`config.mk`:
```
export PLATFORM = sky130hd
export DESIGN_NAME = seq_alu_flat
export DESIGN_NICKNAME = d
export VERILOG_FILES = /design/src/rtl/seq_alu_pkg.sv /design/src/rtl/seq_alu_if.sv /design/src/rtl/seq_alu_rc_adder.sv /design/src/rtl/seq_alu.sv /design/src/flat_wrapper.sv
export SDC_FILE = /design/constraint.sdc
export NUM_CORES = 1
export LEC_CHECK = 0
export CORE_ASPECT_RATIO = 2
export CORE_UTILIZATION = 54
export CTS_CLUSTER_DIAMETER = 40
export DETAILED_ROUTE_END_ITERATION = 8
export PLACE_DENSITY = 0.9
export SETUP_SLACK_MARGIN = 0.05
export SLEW_MARGIN = 20
export SYNTH_ARGS = -nofsm -noshare
export SYNTH_HDL_FRONTEND = slang
export SYNTH_SLANG_ARGS = --single-unit
```
`constraint.sdc`:
```
create_clock -name clk -period 3.9 [get_ports clk]
set_input_delay 0.975 -clock clk [delete_from_list [all_inputs] [get_ports clk]]
set_output_delay 0.975 -clock clk [all_outputs]
set_load 0.05 [all_outputs]
```
`src/rtl/seq_alu_pkg.sv`:
```
// Shared types for the sequential ALU: opcodes, FSM states and flag bit positions.
package alu_pkg;

    typedef enum logic [2:0] {
        ADD = 3'd0,
        SUB = 3'd1,
        AND = 3'd2,
        OR  = 3'd3,
        XOR = 3'd4,
        SLT = 3'd5,
        MUL = 3'd6,
        ILL = 3'd7
    } alu_op_t;

    typedef enum logic [1:0] {
        IDLE = 2'd0,
        BUSY = 2'd1,
        DONE = 2'd2
    } alu_state_t;

    // Bit positions inside the 4-bit flags vector {Z, N, C, V}.
    localparam int FLAG_Z = 3;
    localparam int FLAG_N = 2;
    localparam int FLAG_C = 1;
    localparam int FLAG_V = 0;

endpackage

```
`src/rtl/seq_alu_if.sv`:
```
// Operation/result handshake bundle between decode, the ALU and write-back.
interface seq_alu_if #(
    parameter int N = 32
);
    logic                 in_valid;
    logic                 in_ready;
    alu_pkg::alu_op_t     op;
    logic [N-1:0]         a;
    logic [N-1:0]         b;
    logic                 out_valid;
    logic                 out_ready;
    logic [N-1:0]         result;
    logic [3:0]           flags;
    logic                 err;

    modport master (
        output in_valid, op, a, b, out_ready,
        input  in_ready, out_valid, result, flags, err
    );

    modport slave (
        input  in_valid, op, a, b, out_ready,
        output in_ready, out_valid, result, flags, err
    );
endinterface

```
`src/rtl/seq_alu_rc_adder.sv`:
```
// N-bit ripple-carry adder, one full-adder cell per bit.
module rc_adder #(
    parameter int N = 32
) (
    input  logic [N-1:0] a,
    input  logic [N-1:0] b,
    input  logic         c_in,
    output logic [N-1:0] sum,
    output logic         c_out
);
    logic [N:0] carry;

    assign carry[0] = c_in;

    for (genvar i = 0; i < N; i++) begin : g_fa
        assign sum[i]     = a[i] ^ b[i] ^ carry[i];
        assign carry[i+1] = (a[i] & b[i]) | (carry[i] & (a[i] ^ b[i]));
    end

    assign c_out = carry[N];
endmodule

```
`src/rtl/seq_alu.sv`:
```
// Handshaked ALU: single-cycle add/sub/logic/slt, optional shift-add MUL.
// Define SEQ_ALU_MUL_EN to build the multiplier; otherwise opcode MUL reports err.
module seq_alu
    import alu_pkg::*;
#(
    parameter int N = 32
) (
    input logic      clk,
    input logic      rst_n,
    seq_alu_if.slave bus
);
    alu_state_t   state, next_state;
    logic         accept, is_mul;
    logic         in_ready_q, out_valid_q, err_q;
    logic [N-1:0] result_q;
    logic [3:0]   flags_q;

    logic [N-1:0] add_a, add_b, add_sum;
    logic         add_cin, add_cout, add_v;

    logic [N-1:0] sc_result;
    logic         sc_c, sc_v, sc_err;
    logic [3:0]   sc_flags;

    assign accept = bus.in_valid && in_ready_q;

`ifdef SEQ_ALU_MUL_EN
    logic [2*N-1:0] acc, mcand, addend, acc_next;
    logic [N-1:0]   mplier, count, hi_sum;
    logic           unused_hi_cout;
    logic           last_step;
    logic [3:0]     mul_flags;

    assign is_mul    = (bus.op == MUL);
    assign addend    = mplier[0] ? mcand : '0;
    assign last_step = (state == BUSY) && (count == N'(1));

    // High half of the accumulate step; the shared adder supplies the low half and its carry.
    rc_adder #(.N(N)) u_add_hi (
        .a     (acc[2*N-1:N]),
        .b     (addend[2*N-1:N]),
        .c_in  (add_cout),
        .sum   (hi_sum),
        .c_out (unused_hi_cout)
    );

    assign acc_next = {hi_sum, add_sum};

    always_comb begin
        mul_flags         = '0;
        mul_flags[FLAG_Z] = (acc_next[N-1:0] == '0);
        mul_flags[FLAG_N] = acc_next[N-1];
        mul_flags[FLAG_V] = |acc_next[2*N-1:N];
    end
`else
    assign is_mul = 1'b0;
`endif

    // One adder serves ADD, SUB/SLT (a + ~b + 1) and, while BUSY, the accumulate.
    always_comb begin
        add_a   = bus.a;
        add_b   = bus.b;
        add_cin = 1'b0;
        if (bus.op == SUB || bus.op == SLT) begin
            add_b   = ~bus.b;
            add_cin = 1'b1;
        end
`ifdef SEQ_ALU_MUL_EN
        if (state == BUSY) begin
            add_a   = acc[N-1:0];
            add_b   = addend[N-1:0];
            add_cin = 1'b0;
        end
`endif
    end

    rc_adder #(.N(N)) u_add (
        .a     (add_a),
        .b     (add_b),
        .c_in  (add_cin),
        .sum   (add_sum),
        .c_out (add_cout)
    );

    assign add_v = (bus.a[N-1] == add_b[N-1]) && (add_sum[N-1] != bus.a[N-1]);

    always_comb begin
        sc_result = '0;
        sc_c      = 1'b0;
        sc_v      = 1'b0;
        sc_err    = 1'b0;
        case (bus.op)
            ADD, SUB: begin
                sc_result = add_sum;
                sc_c      = add_cout;
                sc_v      = add_v;
            end
            AND:     sc_result = bus.a & bus.b;
            OR:      sc_result = bus.a | bus.b;
            XOR:     sc_result = bus.a ^ bus.b;
            // Signed less-than is the sign of a-b corrected by overflow.
            SLT:     sc_result = {{(N-1){1'b0}}, add_sum[N-1] ^ add_v};
            default: sc_err = 1'b1;
        endcase
        sc_flags         = '0;
        sc_flags[FLAG_Z] = (sc_result == '0);
        sc_flags[FLAG_N] = sc_result[N-1];
        sc_flags[FLAG_C] = sc_c;
        sc_flags[FLAG_V] = sc_v;
    end

    always_comb begin
        next_state = state;
        case (state)
            IDLE: if (accept) next_state = is_mul ? BUSY : DONE;
`ifdef SEQ_ALU_MUL_EN
            BUSY: if (last_step) next_state = DONE;
`endif
            DONE: if (bus.out_ready) next_state = IDLE;
            default: next_state = IDLE;
        endcase
    end

    always_ff @(posedge clk or negedge rst_n) begin
        if (!rst_n) begin
            state       <= IDLE;
            in_ready_q  <= 1'b0;
            out_valid_q <= 1'b0;
            result_q    <= '0;
            flags_q     <= '0;
            err_q       <= 1'b0;
        end else begin
            state       <= next_state;
            in_ready_q  <= (next_state == IDLE);
            out_valid_q <= (next_state == DONE);
            if (accept && !is_mul) begin
                result_q <= sc_result;
                flags_q  <= sc_flags;
                err_q    <= sc_err;
            end
`ifdef SEQ_ALU_MUL_EN
            else if (last_step) begin
                result_q <= acc_next[N-1:0];
                flags_q  <= mul_flags;
                err_q    <= 1'b0;
            end
`endif
        end
    end

`ifdef SEQ_ALU_MUL_EN
    always_ff @(posedge clk or negedge rst_n) begin
        if (!rst_n) begin
            acc    <= '0;
            mcand  <= '0;
            mplier <= '0;
            count  <= '0;
        end else if (accept && is_mul) begin
            acc    <= '0;
            mcand  <= {{N{1'b0}}, bus.a};
            mplier <= bus.b;
            count  <= N'(N);
        end else if (state == BUSY) begin
            acc    <= acc_next;
            mcand  <= mcand << 1;
            mplier <= mplier >> 1;
            count  <= count - N'(1);
        end
    end
`endif

    assign bus.in_ready  = in_ready_q;
    assign bus.out_valid = out_valid_q;
    assign bus.result    = result_q;
    assign bus.flags     = flags_q;
    assign bus.err       = err_q;
endmodule
```
`src/flat_wrapper.sv`:
```
// flat-port wrapper written by rule: the top's interface ports become plain ports
module seq_alu_flat import alu_pkg::*;
#(
    parameter int N = 32
)
  (clk, rst_n, bus_in_valid, bus_op, bus_a, bus_b, bus_out_ready, bus_in_ready, bus_out_valid, bus_result, bus_flags, bus_err);
  seq_alu_if #(.N(N)) bus_i ();
  input logic clk;
  input logic rst_n;
  input wire logic [$bits(bus_i.in_valid)-1:0] bus_in_valid;
  input wire logic [$bits(bus_i.op)-1:0] bus_op;
  input wire logic [$bits(bus_i.a)-1:0] bus_a;
  input wire logic [$bits(bus_i.b)-1:0] bus_b;
  input wire logic [$bits(bus_i.out_ready)-1:0] bus_out_ready;
  output wire logic [$bits(bus_i.in_ready)-1:0] bus_in_ready;
  output wire logic [$bits(bus_i.out_valid)-1:0] bus_out_valid;
  output wire logic [$bits(bus_i.result)-1:0] bus_result;
  output wire logic [$bits(bus_i.flags)-1:0] bus_flags;
  output wire logic [$bits(bus_i.err)-1:0] bus_err;
  assign bus_i.in_valid = bus_in_valid;
  assign bus_i.op = bus_op;
  assign bus_i.a = bus_a;
  assign bus_i.b = bus_b;
  assign bus_i.out_ready = bus_out_ready;
  assign bus_in_ready = bus_i.in_ready;
  assign bus_out_valid = bus_i.out_valid;
  assign bus_result = bus_i.result;
  assign bus_flags = bus_i.flags;
  assign bus_err = bus_i.err;
  seq_alu #(.N(N)) u_core (.clk(clk), .rst_n(rst_n), .bus(bus_i));
endmodule
```
==> impl_metrics.py <==
metrics = {
    "clocking": {
        "clock_latency_ns": 0.29,
        "clkSinkCount": 40,
        "htree_levels": 2,
        "cts_tree": "yes",
        "root_buffer": "clkbuf_16",
        "cts_hold_buffers": 0,
        "numCtsBuffers": 5,
        "max-clock-path-buffers": 2,
        "cts.clk_slew.worst_paths_ns": 0.06,
    },
    "die": {
        "core_area_mm2": 0.008708,
        "rows": 48,
        "die-area_mm2": 0.009410,
        "die_h_um": 136.2,
        "ios": 110,
        "initial_core_util": 0.5583,
        "fp.dieW_um": 69.10,
    },
    "place": {
        "postPlaceCellArea_mm2": 0.006525,
        "place_congestion": 0.8884,
        "dp_cells": 813,
        "io_buffers": 109,
        "dp_hpwl_mm": 11.81,
    },
    "grt": {
        "grt_pass1_wl_mm": 24.20,
        "grt-ovfl-total": 0,
        "grt_start_max_net_pins": 74,
        "grtUsageTotal": 0.3292,
        "grt_pass1_vias": 4925,
        "antenna_found_initial": 0,
    },
    "timing": {
        "post-route-period-util": 3.522,
        "rsz0062_at_grt": "true",
        "relSlewSlack": 0.4335,
        "fin_crit_ns": 13.73,
        "fin_worst_skew_ns": 0.008158,
        "hold_slack_ns": 0.4381,
        "fmax_mhz": 72.81,
        "worst_slack_ns": -9.834,
        "maxSlewViolCount": 0,
        "max_slew.worst_pin.slew_ns": 0.8498,
        "finalHoldViolations": 0,
        "setup_violations": 34,
    },
    "run_status": {
        "outcome": "finished, violations left",
        "violations": "setup timing",
    },
    "cells_and_area": {
        "fin_cells": 823,
        "n_antenna_cell": 0,
        "nets": 889,
        "layout-drive-gt1-share": 0.2628,
        "syn_to_final_growth_pct": 43.28,
        "final_cell_area_mm2": 0.006967,
    },
    "synthesis": {
        "synth.top_cell.area_share": 0.2059,
        "ys_seq_area_frac": 0.2059,
        "synth_top_cell_by_area": "dfrtp_1",
        "ys_async_sr_fraction": 1.000,
        "synthCells": 566,
        "synth_nets": 733,
        "synth_flop_cell": "dfrtp_1",
        "ys_types": 54,
        "ys_seq_elements": 40,
        "syn_area_per_cell_um2": 8.590,
        "synth_edf_count": 0,
        "synth_most_common_cell": "inv_1",
        "synth_common_cells": "75 x inv_1, 65 x ha_1, 51 x nand2_1",
        "yosysWarnings": 0,
        "netlist_area_mm2": 0.004862,
        "ys_top_cells_by_area": "dfrtp_1 21%, ha_1 17%, fa_1 13%, inv_1 5.8%, xnor2_1 5.6%",
    },
    "pwr": {
        "p_total_mw": 2.235,
        "p_per_area_mw_per_mm2": 320.8,
        "ir_worst_vdd_mv": 0.2796,
        "power_leakage_nw": 3.148,
    },
    "min_path": {
        "hold_path_depth": 1,
        "hold_class": "reg -> reg",
    },
    "worst_setup_path": {
        "start_kind": "primary input",
        "crit_slowest_cell": "fa_2",
        "worst_path_most_repeated_cell": "fa_2",
        "endpoint_kind": "flip-flop",
        "critical_path.max_fanout": 4,
        "rr_worst_depth": 6,
        "cpPeakStageDelay_ns": 0.42,
        "cp.arrival_ns": 13.93,
        "critPathKind": "in -> reg",
        "required_ns": 4.10,
    },
    "route": {
        "drt_first_pass_iters": 5,
        "drt_wl_total_mm": 15.32,
        "dr_total_vias": 4729,
        "route.detailed.drc": 0,
        "drt-initial-drc-count": 309,
        "postRouteAntennaNets": 0,
        "vias_per_cell": 5.746,
        "post_drt_wl_per_cell_um": 18.61,
    },
    "job": {
        "maxCapViolCount": 0,
    },
}
through the flow:
stage               setup WS [ns]  utilization  TNS [ns]
CTS                        -9.917       0.7943   -193.32
global placement           -10.21       0.7493   -206.91
floorplan                  -10.13            -   -201.65
finish                     -9.834       0.8000   -190.77
detailed placement         -10.42       0.7493   -212.18
global route               -10.18       0.8000   -198.49
final cells by class:
type	count	area (µm²)
tap	100	125.1
inverter	76	297.8
clock inverter	3	46.29
clock buffer	5	125.1
sequential	40	1001
timing repair buffer	183	1668
fill	548	1742
multi-input combinational	416	3704
routing by layer:
layer | GRT usage | wire, µm | up-vias
met4 | 0.1871 | 893 | 0
li1 | - | - | 2185
met1 | 0.3504 | 5216 | 2274
met2 | 0.6321 | 8492 | 217
met5 | 0 | 0 | -
met3 | 0.01631 | 715 | 53
what timing repair did:
item	CTS	global route
pin swaps	12	6
endpoints found under the hold margin	0	0
buffers inserted	4	1
gates cloned	1	0
resized for setup	54	22
setup endpoints to repair	35	34
power breakdown:
group | internal, mW | leakage [nW] | switching (mW) | total [mW]
Sequential | 0.477 | 0.513 | 0.0383 | 0.515
Combinational | 0.528 | 2.55 | 0.717 | 1.24
Clock | 0.304 | 0.0804 | 0.171 | 0.475
cells in the final DEF, fill, tap and decap left out, types with 4 or more instances in the layout:
cell type | synthesis | routed
dfrtp_1 | 40 | 40
a21oi_2 | 0 | 18
ha_1 | 65 | 65
a21oi_1 | 49 | 31
buf_4 | 4 | 69
nor2_2 | 1 | 9
nand2b_1 | 10 | 10
nor3_1 | 7 | 7
o211ai_1 | 8 | 8
xnor2_1 | 31 | 30
nand2_1 | 51 | 48
o21a_1 | 4 | 4
o21ai_1 | 5 | 18
clkdlybuf4s50_1 | 0 | 101
buf_2 | 13 | 4
a211oi_2 | 0 | 4
fa_2 | 0 | 31
clkbuf_16 | 0 | 6
inv_1 | 75 | 73
o21ai_2 | 0 | 13
a31oi_1 | 8 | 8
o21ai_0 | 35 | 7
mux2i_1 | 14 | 14
nor2_1 | 39 | 31
cell families (layout without fill, tap and decap cells):
group,count (synthesis),in the layout,synth area share
AND/OR/NAND/NOR,137,137,0.1356
AO/OA/AOI/OAI,134,134,0.1675
buffers and inverters,110,267,0.1042
adder cells (fa/ha/maj),96,96,0.2949
flip-flops,40,40,0.2059
XOR/XNOR,32,32,0.05764
multiplexers,16,16,0.03345
other,1,1,0.0007713
final timing paths:
| check | slack (ns) | to | from |
|---|---|---|---|
| max in group asynchronous | 2.57 | u_core.bus.result[6] | rst_n |
| hold / removal | 0.44 | u_core.bus.out_valid | u_core.state[0] |
| setup / recovery | -9.83 | u_core.bus.flags[3] | bus_op[1] |
| setup reg to reg | 2.37 | u_core.bus.flags[3] | u_core.bus.in_ready |
| hold reg to reg | 0.44 | u_core.bus.out_valid | u_core.state[0] |
| min in group asynchronous | 0.78 | u_core.bus.out_valid | rst_n |
registers in the layout, summed over array words and instances (netlist names):
register,cells
u_core.bus.in_ready,1
u_core.bus.result,31
u_core.bus.out_valid,1
u_core.bus.err,1
u_core.state,2
u_core.bus.flags,4
worst max-delay path, delay by kind of cell:
kind	cells	cell delay, ns
compound gates	3	0.84
buf+inv	4	0.28
xor+xnor	1	0.13
simple gates	2	0.22
fa+ha+maj	31	11.47
Power figures use the tool's default switching activity.
